### src/rtl/udp_stream_arbiter.sv
// udp_stream_arbiter: packet-granular round-robin arbiter that merges N
// 16-bit AXI-stream UDP sources onto one output. The grant is held for a
// whole packet. Packets longer than MAX_BEATS are cut with a forced m_last,
// and the remainder of the source packet is drained. The block also keeps a
// forwarded-packet counter and a sticky oversize flag for the host.
module udp_stream_arbiter #(
    parameter int N         = 4,
    parameter int MAX_BEATS = 16
) (
    input  logic              clk,
    input  logic              rst_n,
    input  logic [N-1:0]      s_valid,
    output logic [N-1:0]      s_ready,
    input  logic [16*N-1:0]   s_data,
    input  logic [N-1:0]      s_last,
    output logic              m_valid,
    input  logic              m_ready,
    output logic [15:0]       m_data,
    output logic              m_last,
    output logic [N-1:0]      grant,
    output logic              busy,
    output logic [15:0]       pkt_count,
    output logic              err_oversize
);

    localparam int IW = (N > 1) ? $clog2(N) : 1;
    localparam int CW = $clog2(MAX_BEATS + 1);
    localparam logic [CW-1:0] LAST_BEAT = CW'(MAX_BEATS - 1);

    typedef enum logic [1:0] {
        IDLE  = 2'd0,
        XFER  = 2'd1,
        DRAIN = 2'd2
    } state_e;

    state_e          state_q, state_d;
    logic [IW-1:0]   owner_q, owner_d;
    logic [N-1:0]    grant_q, grant_d;
    logic [IW-1:0]   last_grant_q, last_grant_d;
    logic [CW-1:0]   beat_cnt_q, beat_cnt_d;
    logic [15:0]     pkt_count_q, pkt_count_d;
    logic            err_q, err_d;

    logic [15:0]     src_data [N];
    logic [15:0]     own_data;
    logic            own_valid;
    logic            own_last;
    logic            forced_last;
    logic            pick_valid;
    logic [IW-1:0]   pick_idx;
    logic [IW-1:0]   cand;

    // Unpack the flat source data bus and select the current owner's lane.
    always_comb begin
        for (int i = 0; i < N; i++) begin
            src_data[i] = s_data[16*i +: 16];
        end
        own_data  = src_data[owner_q];
        own_valid = s_valid[owner_q];
        own_last  = s_last[owner_q];
    end

    // Round-robin pick: first requesting source after last_grant, wrapping.
    always_comb begin
        pick_valid = 1'b0;
        pick_idx   = '0;
        cand       = '0;
        for (int k = 1; k <= N; k++) begin
            cand = IW'((int'(last_grant_q) + k) % N);
            if (!pick_valid && s_valid[cand]) begin
                pick_valid = 1'b1;
                pick_idx   = cand;
            end
        end
    end

    // Next-state and output logic of the IDLE/XFER/DRAIN controller.
    always_comb begin
        // NOTE: every signal written here gets a default first, so no path
        // through the case statement can leave a value held (no latches).
        state_d      = state_q;
        owner_d      = owner_q;
        grant_d      = grant_q;
        last_grant_d = last_grant_q;
        beat_cnt_d   = beat_cnt_q;
        pkt_count_d  = pkt_count_q;
        err_d        = err_q;
        s_ready      = '0;
        m_valid      = 1'b0;
        m_data       = '0;
        m_last       = 1'b0;
        forced_last  = (beat_cnt_q == LAST_BEAT);

        unique case (state_q)
            IDLE: begin
                if (pick_valid) begin
                    state_d           = XFER;
                    owner_d           = pick_idx;
                    grant_d           = '0;
                    grant_d[pick_idx] = 1'b1;
                    beat_cnt_d        = '0;
                end
            end

            XFER: begin
                // Pure pass-through; m_ready reaches only s_ready, never m_valid.
                m_valid          = own_valid;
                m_data           = own_data;
                m_last           = own_last | forced_last;
                s_ready[owner_q] = m_ready;
                if (own_valid && m_ready) begin
                    beat_cnt_d = beat_cnt_q + CW'(1);
                    if (own_last) begin
                        // Natural end, including exactly MAX_BEATS long.
                        pkt_count_d  = pkt_count_q + 16'd1;
                        last_grant_d = owner_q;
                        grant_d      = '0;
                        state_d      = IDLE;
                    end else if (forced_last) begin
                        // Truncated: downstream sees a complete packet.
                        pkt_count_d  = pkt_count_q + 16'd1;
                        err_d        = 1'b1;
                        last_grant_d = owner_q;
                        state_d      = DRAIN;
                    end
                end
            end

            DRAIN: begin
                // Swallow the tail of the oversize packet, keep the grant.
                s_ready[owner_q] = 1'b1;
                if (own_valid && own_last) begin
                    grant_d = '0;
                    state_d = IDLE;
                end
            end

            default: begin
                grant_d = '0;
                state_d = IDLE;
            end
        endcase
    end

    // State register with synchronous active-low reset.
    always_ff @(posedge clk) begin
        // NOTE: sequential state uses non-blocking assignments so every
        // register samples the pre-edge value of every other register.
        if (!rst_n) begin
            state_q      <= IDLE;
            owner_q      <= '0;
            grant_q      <= '0;
            last_grant_q <= IW'(N - 1);
            beat_cnt_q   <= '0;
            pkt_count_q  <= '0;
            err_q        <= 1'b0;
        end else begin
            state_q      <= state_d;
            owner_q      <= owner_d;
            grant_q      <= grant_d;
            last_grant_q <= last_grant_d;
            beat_cnt_q   <= beat_cnt_d;
            pkt_count_q  <= pkt_count_d;
            err_q        <= err_d;
        end
    end

    assign grant        = grant_q;
    assign busy         = (state_q != IDLE);
    assign pkt_count    = pkt_count_q;
    assign err_oversize = err_q;

    // Structural invariants of the controller.
    a_grant_onehot : assert property (@(posedge clk) disable iff (!rst_n)
        $onehot0(grant_q));
    a_grant_idle : assert property (@(posedge clk) disable iff (!rst_n)
        (state_q == IDLE) |-> (grant_q == '0));
    a_beat_bound : assert property (@(posedge clk) disable iff (!rst_n)
        (state_q == XFER) |-> (beat_cnt_q <= LAST_BEAT));

endmodule

### config.mk
export PLATFORM = sky130hd
export DESIGN_NAME = udp_stream_arbiter
export DESIGN_NICKNAME = d
export VERILOG_FILES = /design/src/rtl/udp_stream_arbiter.sv
export SDC_FILE = /design/constraint.sdc
export NUM_CORES = 1
export LEC_CHECK = 0
export CORE_ASPECT_RATIO = 0.6
export CORE_UTILIZATION = 42
export CTS_BUF_LIST = sky130_fd_sc_hd__clkbuf_8
export CTS_CLUSTER_DIAMETER = 100
export DETAILED_ROUTE_END_ITERATION = 6
export PLACE_DENSITY = 0.84
export SYNTH_ARGS = -nofsm -noshare
export SYNTH_HDL_FRONTEND = slang
export SYNTH_SLANG_ARGS = --single-unit
### constraint.sdc
create_clock -name clk -period 2.25 [get_ports clk]
set_input_delay 0.45 -clock clk [delete_from_list [all_inputs] [get_ports clk]]
set_output_delay 0.45 -clock clk [all_outputs]
set_load 0.005 [all_outputs]
# After elaboration in Yosys (flattened, before gate mapping)
# Cells that the tools add are included.
dict set report word_totals {
  elab_cells 103
  ff_bits 32
}
dict set report op_classes {
  n_eq_ne 8
  n_mux 49
  n_lt_le_gt_ge 9
  n_bitwise 4
  add_sub_neg 6
  n_reduce_logical 20
}
# operator n
set op_table {}
lappend op_table {{$mux W16} 5}
lappend op_table {{$bmux W16 S2} 1}
lappend op_table {{$mux W2} 11}
lappend op_table {{$lt A2 B3 Y1 const B} 6}
lappend op_table {{$add A16 B1 Y16 const B} 1}
lappend op_table {{$mux W4} 4}
lappend op_table {{$mux W1} 14}
lappend op_table {{$bmux W1 S2} 6}
lappend op_table {{$pmux W4 S3} 1}
lappend op_table {{$reduce_and A4 Y1} 3}
lappend op_table {{$mux W5} 2}
lappend op_table {{$pmux W5 S2} 1}
lappend op_table {{$ne A2 B2 Y1 const B} 4}
lappend op_table {{$pmux W4 S2} 1}
lappend op_table {{$logic_and A1 B1 Y1} 7}
lappend op_table {{$pmux W2 S3} 1}
lappend op_table {{$reduce_and A3 Y1} 2}
lappend op_table {{$reduce_bool A2 Y1} 3}
lappend op_table {{$add A5 B1 Y5 const B} 1}
lappend op_table {{$eq A5 B4 Y1 const B} 1}
lappend op_table {{$add A2 B1 Y2 const B} 2}
lappend op_table {{$add A2 B2 Y2 const B} 2}
lappend op_table {{$and A4 B4 Y4} 1}
lappend op_table {{$demux W1 S2} 2}
lappend op_table {{other kinds (11)} 14}

# Longest topological paths before layout
# Gate-level depths: netlist of run 1.
dict set report depth {
  word_depth 19
  mapped_depth 8
  depth_no_buf 7
}

# Worst setup path after synthesis of run 1
# No wires, ideal clock.
dict set report synth_path {
  path_kind {reg-to-output}
  from {reg owner_q[0]}
  to {out m_data[12]}
  arrival_time_ps 1468
  path_buffers 2
  t_required_ps 1800
  slack_ps 332
  path_stages_with_launch 5
  path_cell_list {dfxtp_1 -> buf_6 -> clkbuf_1 -> mux4_2 -> and2_1}
}
dict set report synth_between {
  elab_chain_cells 5
}
# element line_no
set synth_rtl {}
lappend synth_rtl {{start: declaration} 37} ;# logic [IW-1:0] owner_q, owner_d;
lappend synth_rtl {{start signal: assignment} 159} ;# owner_q <= owner_d;
lappend synth_rtl {{$not A2 Y3 (implied by the code)} 58} ;# own_data = src_data[owner_q];
lappend synth_rtl {{$bmux W16 S2} 58}
lappend synth_rtl {{$mux W16 (implied by the code) (2 in series)} 58}
lappend synth_rtl {{$mux W16} 94} ;# unique case (state_q)
lappend synth_rtl {{end: declaration} 18} ;# output logic [15:0] m_data,
# No other way between the ends. The select of a mux whose other input is x is not followed.

# Final worst setup path of run 1
dict set report layout_path {
  from {reg owner_q[0]}
  to {out m_last}
}
dict set report layout_between {
  elab_chain_cells 4
}
# element line_no
set layout_rtl {}
lappend layout_rtl {{$bmux W1 S2} 60} ;# own_last = s_last[owner_q];
lappend layout_rtl {{$mux W1 (implied by the code)} 60}
lappend layout_rtl {{$or A1 B1 Y1} 109} ;# m_last = own_last | forced_last;
lappend layout_rtl {{$mux W1} 94}
lappend layout_rtl {{end: declaration} 19} ;# output logic m_last,
# No other way between the ends. The select of a mux whose other input is x is not followed.

==> run metrics, run 1 <==
status=finished, violations left; failing checks=setup timing; Synth Flop Type=dfxtp_1; Fin Hold WS=0.4946 ns; DIE AREA=5938 µm²; Hold Startpoint=err_oversize$_SDFFE_PN0P_; Yosys warnings=0; reg2reg setup slack=0.08 ns; Hold Crit Class=reg -> reg; MaxCap Viol Count=0; Yosys reg bits=32; Clock Power Share=17.0%; Core ar.=5230 µm²; vias per inst=5.554; Post-Syn Area per Cell=9.487 µm²; CP Data Arrival Time=1.82 ns; CTS Hold Bufs=0; initial antenna violation count=0; Core Rows=20; non-filler cells, final=457; number of flops mapped to enable cells by yosys=0; final-report hold violation count=0; final setup margin=-0.01618 ns; Final Critical Period=2.266 ns; DRT antenna net count=0; # DRC=0; CTS tree=built; initial drt markers=168; diode count=0; worst path required time=1.80 ns; sequential power share=25.2%; Die Width=98.82 µm; final net count=471; I/O pin cnt=119; Seq/Total Area, Yosys=27.12%; share of cells above drive strength 1=19.44%; Crit-path slowest cell=mux4_2; pin count of the biggest net entering global routing=25; Area Growth Syn to Fin=65.20%; Slowest Stage Delay on Critical Path=0.54 ns; sw frac=34.49%; via count=2538; Max Slew Vio Count=0; Tcrit/Tclk final=100.7%; Peak VDD IR=0.3865 mV; Post-Route Skew=0.003135 ns; r2r startpoint=owner_q[0]$_SDFFE_PN0P_; I/O Buffers=118; post-DP HPWL=5863 µm; WL final=7812 µm; Async S/R FF share, synth=0%; total global routing overflow=0; Starting Density=45.17%; Max clock buf depth=2; clk root buf=clkbuf_8; RSZ-0062 raised after global routing=yes; Internal=1.735 mW; DR pass1 iterations=4; CTS HTree Levels=2; CP startpoint kind=flip-flop; latest clock arrival within the worst-skew pair=0.28 ns; Max Fclk=0.4413 GHz; Final Setup Violations=3; CP max FO=7; power density cells=678.6 nW/µm²; CTS sink cnt=32; Mapped Cells=249; Worst-Margin Slew=0.4846 ns; P_sw=0.9134 mW; post-DR wirelength/cell=17.09 µm; syn nets=330; logic gate share of total power=57.8%; number of global-route vias before repair=2279; total CTS buffers=5; r2r endpoint=grant[1]$_SDFFE_PN0P_; leakage power=1.599 nW; clock-pin slew on the worst setup and hold paths=0.06 ns; Synth Cell Area=2362 µm²; first-pass GRT wire length=11650 µm; max_slew headroom=67.58%; CP Class=reg -> out; routability cong.=0.8433; GRT Overall Usage=25.61%; worst hold stages=1; critical path, cell by cell=buf_6, mux4_2, nor2_2, nor2_1, dlygate4sd2_1; critical path capture point type=primary output; Inst Count DP=440; Fin Setup TNS=-0.03085 ns; DIE HEIGHT=60.09 µm; Synth cell types=52; Worst Reg-to-Reg Cells=7; Hold Path Sink=err_oversize$_SDFFE_PN0P_
==> Yosys cell counts, drive strengths merged (6+ instances only) <==
master	number	share of area (%)
nand3	6	1.3
mux4	18	17
and2	31	8.2
ha	6	3.2
mux2i	8	3.4
nand4	7	2.8
o21a	7	2.2
xnor2	9	3.3
nor2	14	2.2
inv	6	0.95
dfxtp	32	27
nand2	20	3.2
clkbuf	9	1.4
==> registers in the layout, summed over array words and instances, names as in the netlist <==
name          flops
err_oversize      1
owner_q           2
state_q           2
last_grant_q      2
pkt_count        16
beat_cnt_q        5
grant             4
==> worst max-delay path, delay by kind of cell (launching register included) <==
family / cells / cell delay (ns)
flip-flops: 1 / 0.39
AND/OR/NAND/NOR: 2 / 0.19
buffers and inverters: 2 / 0.42
multiplexers: 1 / 0.54
==> layer usage <==
metal  GRT usage, %  part of all wire, %  wire, µm
met4          5.544                  1.7       131
met5              0                    0         0
met2          39.46                   46      3621
met3          5.263                  6.6       516
met1          37.01                   45      3542
==> cell usage in the layout (no fill, tap or decap), types with 6 or more instances in the layout <==
master | Yosys | layout
clkdlybuf4s50_1 | 0 | 90
dfxtp_1 | 32 | 30
and2_1 | 31 | 29
buf_4 | 0 | 24
nand2_1 | 20 | 20
mux4_2 | 18 | 18
dlygate4sd2_1 | 0 | 18
nor2_1 | 14 | 13
xnor2_1 | 9 | 9
inv_1 | 6 | 8
mux2i_1 | 8 | 8
o21a_1 | 7 | 7
nand3_1 | 6 | 6
ha_1 | 6 | 6
clkbuf_8 | 0 | 6
clkbuf_2 | 0 | 6
==> power by group through the flow <==
stage,combinational [mW],clock (mW),sequential [mW]
final,1.53,0.451,0.667
after global routing,1.64,0.482,0.674
after CTS,1.45,0.458,0.663
after detailed placement,1.42,0,0.664
after global placement,1.38,0,0.665
after floorplan,0.773,0,0.646
==> worst max path at each step <==
stage                  to  slack, ns  cells past startpoint                     from
3_3_place_gp   s_ready[3]      -0.23                      6                  m_ready
3_5_place_dp   s_ready[3]      -0.33                      6                  m_ready
5_1_grt            m_last      -0.08                      5  owner_q[0]$_SDFFE_PN0P_
6_report           m_last      -0.02                      5  owner_q[0]$_SDFFE_PN0P_
4_1_cts        s_ready[3]      -0.15                      7  state_q[1]$_SDFFE_PN0P_
2_1_floorplan  m_data[12]       0.33                      4  owner_q[0]$_SDFFE_PN0P_
==> layout make-up <==
cell class / count / area [µm²]
Multi-Input combinational cell: 197 / 1645
Timing Repair Buffer: 148 / 1416
Fill cell: 369 / 1328
Sequential cell: 32 / 645.6
Clock buffer: 6 / 82.58
Tap cell: 66 / 82.58
Inverter: 6 / 22.52
Clock inverter: 2 / 7.507
==> cell families after synthesis <==
logic type	count (synthesis)	share of synthesized area [%]
AOI/OAI and AO/OA	44	14.41
xor gates and xnor gates	12	4.450
adders and majority gates	6	3.178
buffers and inverters	20	3.919
DFF	32	27.12
muxes	27	21.03
and+or+nand+nor	108	25.90
==> timing repair <==
action                                  CTS  global route
pin swaps                                 2             5
hold endpoints to repair                  0             0
setup buffers                             4             5
resized for setup                        36            23
gates cloned                              1             0
endpoints found under the setup margin   22             7
==> metrics by stage <==
stage               area (µm²)  utilization [%]  power [mW]  setup WS [ns]
floorplan                 2362                -       1.419         0.3319
global placement          3739            71.48       2.049        -0.2297
detailed placement        3739            71.48       2.080        -0.3339
CTS                       3869            73.97       2.575        -0.1542
global route              3902            74.62       2.798       -0.08306
finish                    3902            74.62       2.648       -0.01618
(Power assumes the default switching activity.)
==> run 2, diff against run 1 <==
--- a/config.mk
+++ b/config.mk
@@ -9,6 +9,7 @@
 export CORE_UTILIZATION = 42
 export CTS_BUF_LIST = sky130_fd_sc_hd__clkbuf_8
 export CTS_CLUSTER_DIAMETER = 100
+export CTS_CLUSTER_SIZE = 30
 export DETAILED_ROUTE_END_ITERATION = 6
 export PLACE_DENSITY = 0.84
 export SYNTH_ARGS = -nofsm -noshare
==> results of run 2 <==
Final layout, timing and power as in run 1 (identical DEF).
==> run 3, diff against run 2 <==
--- a/config.mk
+++ b/config.mk
@@ -6,12 +6,12 @@
 export NUM_CORES = 1
 export LEC_CHECK = 0
 export CORE_ASPECT_RATIO = 0.6
-export CORE_UTILIZATION = 42
-export CTS_BUF_LIST = sky130_fd_sc_hd__clkbuf_8
+export CORE_UTILIZATION = 57
 export CTS_CLUSTER_DIAMETER = 100
 export CTS_CLUSTER_SIZE = 30
 export DETAILED_ROUTE_END_ITERATION = 6
-export PLACE_DENSITY = 0.84
+export DONT_BUFFER_PORTS = 1
+export PLACE_DENSITY = 0.75
 export SYNTH_ARGS = -nofsm -noshare
 export SYNTH_HDL_FRONTEND = slang
 export SYNTH_SLANG_ARGS = --single-unit
==> constraint.sdc (replaced) <==
create_clock -name clk -period 2.05 [get_ports clk]
set_input_delay 0.41 -clock clk [delete_from_list [all_inputs] [get_ports clk]]
set_output_delay 0.41 -clock clk [all_outputs]
set_load 0.005 [all_outputs]
==> run metrics, run 3 (synthesized netlist as in run 1, its figures left out) <==
DIE AREA=4414 µm² (-26%); critical path capture point type=primary output; # DRC=0 (unchanged); clock-pin slew on the worst setup and hold paths=0.07 ns (about the same); CP Class=reg -> out; MaxCap Viol Count=0 (unchanged); Starting Density=62.04% (+17 points); CTS sink cnt=32 (unchanged); CP startpoint kind=flip-flop; final setup margin=0.06045 ns (+0.07663 ns); number of global-route vias before repair=1698 (-25%); CP Data Arrival Time=1.58 ns (-0.24 ns); power density cells=944.4 nW/µm² (+39%); Fin Setup TNS=0 ns (+0.03085 ns); initial drt markers=189 (+13%); Area Growth Syn to Fin=11.49%; I/O Buffers=0 (-100%); commonest non-fill, non-tap cell in the layout=and2_1; leakage power=0.9908 nW (-38%); Worst-Margin Slew=0.4340 ns (-0.05056 ns); critical path, cell by cell=inv_1, ha_1, and2_4, o21ai_2, buf_4, nor3_1; CP max FO=4 (-3); max_slew headroom=71.07% (+3.5 points); DR pass1 iterations=4 (unchanged); CTS HTree Levels=2 (unchanged); Die Width=85.11 µm (-14%); GRT Overall Usage=25.10% (-0.51 points); post-DP HPWL=4293 µm (-27%); final net count=339 (-28%); Core Rows=17 (-15%); Core ar.=3807 µm² (-27%); total CTS buffers=5 (unchanged); latest clock arrival within the worst-skew pair=0.29 ns (about the same); Final Setup Violations=0 (-3); delay-heaviest family, CP=simple AND/OR/NAND/NOR gates; clk root buf=clkbuf_8; Post-Route Skew=0.005550 ns (+0.002415 ns); initial antenna violation count=0 (unchanged); max reg flops=16 (unchanged); pin count of the biggest net entering global routing=30 (+20%); Max clock buf depth=2 (unchanged); Tcrit/Tclk final=97.05%; crit path buf inv count=2 (unchanged); CTS tree=built; Slowest Stage Delay on Critical Path=0.34 ns (-0.20 ns); share of cells above drive strength 1=22.01% (+2.6 points); via count=1981 (-22%); DRT antenna net count=0 (unchanged); worst path required time=1.64 ns (-0.16 ns); Final Critical Period=1.990 ns; Max Fclk=0.5026 GHz; total global routing overflow=0 (unchanged); most frequent cells in the layout=30 x and2_1, 29 x dfxtp_1, 20 x nand2_1, 18 x mux4_2; Max Slew Vio Count=0 (unchanged); Hold Crit Class=in -> reg; status=complete, no violations; Peak VDD IR=0.6629 mV (+72%); Crit-path slowest cell=dfxtp_1; routability cong.=0.8137 (-3.5%); I/O pin cnt=119 (unchanged); vias per inst=6.474 (+17%); diode count=0 (unchanged); first-pass GRT wire length=8438 µm (-28%); post-DR wirelength/cell=18.92 µm (+11%); DIE HEIGHT=51.87 µm (-14%); WL final=5790 µm (-26%); final-report hold violation count=0 (unchanged); pre-CTS setup slack=0.01452 ns (+0.3485 ns)
==> run 3: cell count changes in the layout (fill, tap and decap cells not counted), sizes merged <==
cell / previous run / this run
clkdlybuf4s50: 90 / 0
dlygate4sd2: 18 / 0
buf: 31 / 15
clkbuf: 12 / 7
clkdlybuf4s15: 2 / 0
inv: 8 / 6
bufinv: 0 / 1
clkinv: 0 / 1
dlymetal6s2s: 1 / 0
==> run 3: cell type report <==
| class | count | area [µm²] |
|---|---|---|
| clock buffer | 6 | 72.57 |
| clock inverter | 2 | 35.03 |
| fill | 286 | 1174 |
| inverter | 6 | 22.52 |
| multi-input combinational | 197 | 1648 |
| sequential | 32 | 646.9 |
| tap | 47 | 58.81 |
| timing repair buffer | 16 | 150.1 |
==> run 3: worst paths after layout <==
path	start	to	slack, ns	cells past startpoint
setup / recovery	state_q[1]$_SDFFE_PN0P_	s_ready[0]	0.06	6
hold reg to reg	err_oversize$_SDFFE_PN0P_	err_oversize$_SDFFE_PN0P_	0.51	1
setup reg to reg	beat_cnt_q[0]$_SDFFE_PN0P_	state_q[1]$_SDFFE_PN0P_	0.08	6
hold / removal	rst_n	last_grant_q[1]$_SDFFE_PN1P_	0.19	1
==> run 3: what timing repair did <==
action                     CTS  global route
setup buffers                2             2
pin swaps                    1             0
gates resized for setup      5             8
setup endpoints to repair   18            21
cloned                       0             1
hold buffers                 0             0
==> run 3: power by group <==
group | internal [mW] | total [mW] | switching (mW)
logic | 0.564 | 1.14 | 0.573
registers | 0.676 | 0.747 | 0.0709
clock network | 0.360 | 0.603 | 0.243
total | 1.60 | 2.49 | 0.887
==> run 3: routing by layer <==
layer | part of all wire [%] | track usage [%]
met3 | 9.4 | 7.937
met5 | 0 | 0
met2 | 45 | 36.56
met4 | 0.66 | 6.780
met1 | 45 | 35.84
==> run 3: metrics by stage <==
stage	power, mW	utilization, %	instance area [µm²]	instances	hold slack, ns
2_1_floorplan	1.558	-	2362	249	0.4521
3_3_place_gp	1.748	63.92	2434	293	0.4787
3_5_place_dp	1.769	63.92	2434	293	0.4785
4_1_cts	2.405	67.56	2572	303	0.1788
5_1_grt	2.630	69.18	2634	306	0.1819
6_report	2.487	69.18	2634	306	0.1858
